`config.mk`:
```
export PLATFORM = sky130hd
export DESIGN_NAME = ram_ring_addresser
export DESIGN_NICKNAME = d
export VERILOG_FILES = /design/src/rtl/ram_ring_addresser.sv
export SDC_FILE = /design/constraint.sdc
export NUM_CORES = 1
export LEC_CHECK = 0
export ABC_AREA = 1
export CORE_ASPECT_RATIO = 1.75
export CORE_UTILIZATION = 51
export DETAILED_ROUTE_END_ITERATION = 10
export PLACE_DENSITY = 0.78
export SYNTH_ARGS = -nofsm -noshare
export SYNTH_HDL_FRONTEND = slang
export SYNTH_SLANG_ARGS = --single-unit
```
`constraint.sdc`:
```
create_clock -name clk_2 -period 2.45 [get_ports clk_2]
set_input_delay 0.49 -clock clk_2 [delete_from_list [all_inputs] [get_ports clk_2]]
set_output_delay 0.49 -clock clk_2 [all_outputs]
set_load 0.05 [all_outputs]
```
`src/rtl/ram_ring_addresser.sv`:
```
// rtl/ram_ring_addresser.sv - write/read pointer generator over a circular RAM region
module ram_ring_addresser #(
    parameter int ADDR_W    = 11,
    parameter int DEPTH     = 2048,
    parameter int DOWN      = 1,
    parameter int OVERWRITE = 1
) (
    input  logic              clk_2,
    input  logic              reset,
    input  logic              clear,
    input  logic              wr_ena,
    input  logic              rd_ena,
    output logic [ADDR_W-1:0] wr_addr,
    output logic              wr_we,
    output logic [ADDR_W-1:0] rd_addr,
    output logic              rd_valid,
    output logic [ADDR_W:0]   count,
    output logic              full,
    output logic              empty,
    output logic              overflow
);

    // Last legal ring index; the wrap uses this rather than the all-ones address
    // so non-power-of-2 depths never touch words beyond the ring.
    localparam logic [ADDR_W-1:0] LAST      = ADDR_W'(DEPTH - 1);
    localparam logic [ADDR_W-1:0] START     = (DOWN != 0) ? LAST : '0;
    localparam logic [ADDR_W:0]   DEPTH_CNT = (ADDR_W + 1)'(DEPTH);
    localparam logic              OVW       = (OVERWRITE != 0);

    logic flush;
    logic rd_acc;
    logic wr_acc;
    logic drop_oldest;

    function automatic logic [ADDR_W-1:0] advance(input logic [ADDR_W-1:0] p);
        if (DOWN != 0) begin
            return (p == '0) ? LAST : p - ADDR_W'(1);
        end else begin
            return (p == LAST) ? '0 : p + ADDR_W'(1);
        end
    endfunction

    // Accept decisions: a flush cycle accepts nothing; a read frees a slot so a
    // simultaneous write is always allowed, even when full and not overwriting.
    always_comb begin
        flush       = reset | clear;
        full        = (count == DEPTH_CNT);
        empty       = (count == '0);
        rd_acc      = rd_ena & ~empty & ~flush;
        wr_acc      = wr_ena & ~flush & (~full | rd_acc | OVW);
        wr_we       = wr_acc;
        drop_oldest = wr_acc & full & ~rd_acc;
    end

    // Pointer, fill-count and flag state; reset and clear have identical effect.
    always_ff @(posedge clk_2) begin
        if (reset || clear) begin
            wr_addr  <= START;
            rd_addr  <= START;
            count    <= '0;
            rd_valid <= 1'b0;
            overflow <= 1'b0;
        end else begin
            if (wr_acc) begin
                wr_addr <= advance(wr_addr);
            end
            // Overwriting while full pushes the read pointer past the lost word.
            if (rd_acc || drop_oldest) begin
                rd_addr <= advance(rd_addr);
            end
            if (wr_acc && !rd_acc && !full) begin
                count <= count + (ADDR_W + 1)'(1);
            end else if (rd_acc && !wr_acc) begin
                count <= count - (ADDR_W + 1)'(1);
            end
            rd_valid <= rd_acc;
            if (wr_ena && full && !rd_acc) begin
                overflow <= 1'b1;
            end
        end
    end

endmodule

```
==> flow_summary.ini <==
[logic_synthesis]
ys_ff_latch = 36
ys_types = 30
synth_xor_area_frac = 0.0484
ys.warnings.count = 0
muxShareOfSynthArea = 0
synth_adder_area_share = 0.0724
syn-instance-count = 350
ys_seq_area_frac = 0.307
synth_compound_area_frac = 0.0899
yosys.area_share.simple = 0.393
synth.avg_cell_area_um2 = 6.72
synth_fp_nets = 368
synth_top_family_by_area = simple AND/OR/NAND/NOR gates
synth_area_mm2 = 0.00235

[cells_and_area]
fin_util = 0.744
drive_gt1_frac = 0.189
synthToLayoutAreaGrowth_pct = 39.4
final_cells = 474
n_antenna_cell = 0
num-nets-final = 440

[critical_path]
endpoint_kind = flip-flop
crit_type = reg -> reg
start_kind = flip-flop
cp_data_arrival_time_ns = 2.53
cp.required_ns = 2.63
critPathMaxFanout = 6

[floorplanning]
core_area_mm2 = 0.00440
die_x_um = 53.3
num_rows = 32
ioPinCount = 44
die_area_mm2 = 0.00490
start_util = 0.534
die_h_um = 91.8

[global_route]
grt_max_degree = 33
met1_usage = 0.264
use_met2 = 0.539
grt_use_met3 = 0.0464
busiest_layer = met2
antenna_found_initial = 0
overflow = 0
track_usage = 0.286
grt_pass1_wl_mm = 10.6
grt_pass1_vias = 2594

[placed_design]
dp_hpwl_mm = 4.68
finalWeightedCongestion = 0.869
dpl.cell_count = 464
dpl_worst_slack_ns = -0.366
numPortBuffers = 43

[sta]
hold_viol_final = 0
setup_viol = 0
finalCritPeriodShare = 0.956
rsz0062_at_grt = true
fin_skew_ns = 0.00425
layout_setup_ws_ns = 0.108
slew_violations = 0
period_needed_ns = 2.34
max_freq_mhz = 427
maxSlewHeadroom = 0.654
worst_pin_slew_ns = 0.517

[cts]
clock_path_buffers = 2
cts_sinks = 36
cts_tree = done
cts_root_buf = clkbuf_8
cts_buffers = 5
htreeDepth = 2
clk_pin_slew_ns = 0.08
clock_latency_ns = 0.29
ctsHoldBuffers = 0

[hold_path]
hp-class = reg -> reg

[outcome]
status = finished clean

[detailed_routing]
drt-wirelength-per-cell_um = 14.0
antenna_left = 0
drt_iter0_drc = 67
wl_mm = 6.62
vias = 2566
drc = 0
vias_per_cell = 5.41
first_pass_iters = 4

[pwr]
clockPowerShare = 0.316
p_total_mw = 1.67
p_int_mw = 1.10
vdd_drop_max_mv = 0.405
p_leak_nw = 1.61
switchingPower_mw = 0.567
swShare = 0.340
power.density_mw_per_mm2 = 508
combPwrFrac = 0.314
power.share.sequential = 0.370

[flow_run]
max-cap-violations = 0
==> state kept, by name (all words and copies together), names as in the netlist <==
signal	cells
overflow	1
wr_addr	11
count	12
rd_addr	11
rd_valid	1
==> through the flow <==
step | cell area (µm²) | hold WS, ns | setup TNS (ns)
after floorplan | 2360 | 0.632 | 0
after global placement | 3010 | 0.467 | -2.46
after detailed placement | 3010 | 0.480 | -2.96
after CTS | 3140 | 0.492 | -0.00189
after global routing | 3280 | 0.537 | -0.216
final | 3280 | 0.488 | 0
==> kinds of logic (layout without fill, tap and decap cells) <==
family,count (synthesis),count (layout)
adders and majority gates,13,13
AOI/OAI and AO/OA,36,36
and+or+nand+nor,200,201
buffers and inverters,52,124
xor gates and xnor gates,13,13
DFF,36,36
==> cell usage after synthesis (all sizes together) <==
| cell | instances | area share |
|---|---|---|
| nand3 | 38 | 0.087 |
| a31oi | 1 | 0.0027 |
| nor2 | 59 | 0.11 |
| o21bai | 1 | 0.0032 |
| nand3b | 4 | 0.013 |
| fa | 1 | 0.0085 |
| nand4 | 8 | 0.021 |
| inv | 47 | 0.075 |
| xor2 | 9 | 0.034 |
| nor3 | 3 | 0.0064 |
| a21oi | 9 | 0.019 |
| o211ai | 3 | 0.016 |
| a21o | 2 | 0.0064 |
| o21ai | 20 | 0.043 |
| buf | 5 | 0.015 |
| nand2 | 87 | 0.15 |
| xnor2 | 4 | 0.015 |
| or2 | 1 | 0.0027 |
| ha | 12 | 0.064 |
| dfxtp | 36 | 0.31 |
==> power groups by stage <==
stage	Sequential, mW	Clock [mW]	Combinational, mW
after global placement	0.628	0	0.462
after CTS	0.615	0.528	0.480
after global routing	0.618	0.555	0.565
after floorplan	0.678	0	0.266
after detailed placement	0.628	0	0.469
final	0.616	0.527	0.523
==> layout by cell type, fill, tap and decap left out, types with 9 or more instances in the layout <==
cell type	instances
nand2_1	78
nor2_1	53
inv_1	43
clkdlybuf4s50_1	37
nand3_1	34
dfxtp_1	30
buf_4	28
o21ai_1	13
xor2_1	9
==> repair_timing <==
item / CTS / global route
buffers inserted: 0 / 1
endpoints found under the setup margin: 6 / 9
cloned: 1 / 0
resized for setup: 3 / 20
pin swaps: 1 / 3
==> critical path, cell delays in order (launching register included) <==
cell and delay, ns:
dfxtp_2 0.36, nor2_1 0.13, nand2_1 0.12, nor2_4 0.16
nand2_2 0.11, nand2_4 0.12, nand2_4 0.14, ha_4 0.33
nand2_1 0.09, inv_1 0.07, nand2_1 0.05, nand2_1 0.10
nand2_1 0.09, nand2_1 0.07, nor2_1 0.04, nand2_1 0.07
nand3_1 0.08, nand2_1 0.07, nor2_1 0.04
==> path summary, 6_finish.rpt <==
check / slack (ns) / cells past startpoint / startpoint / to
worst max-delay path: 0.11 / 18 / count[4]$_SDFFE_PP0P_ / count[11]$_SDFFE_PP0P_
worst min register to register: 0.49 / 2 / wr_addr[10]$_SDFFE_PP1P_ / wr_addr[10]$_SDFFE_PP1P_
worst min-delay path: 0.49 / 2 / wr_addr[10]$_SDFFE_PP1P_ / wr_addr[10]$_SDFFE_PP1P_
worst max register to register: 0.11 / 18 / count[4]$_SDFFE_PP0P_ / count[11]$_SDFFE_PP0P_
==> layout make-up <==
class	count	area, µm²
well taps	51	63.8
multi-input cells	263	1560
clock buffers	6	72.6
fillers	356	1130
inverters	47	176
flip-flops and latches	36	728
repair buffers	69	638
clock inverters	2	35.0
==> routing by layer <==
metal / share of wire / routed length [µm]
met5: 0 / 0
met4: 0.041 / 269
met3: 0.026 / 175
met2: 0.57 / 3740
met1: 0.37 / 2440
Note: power is estimated with default switching activity, not from simulation.
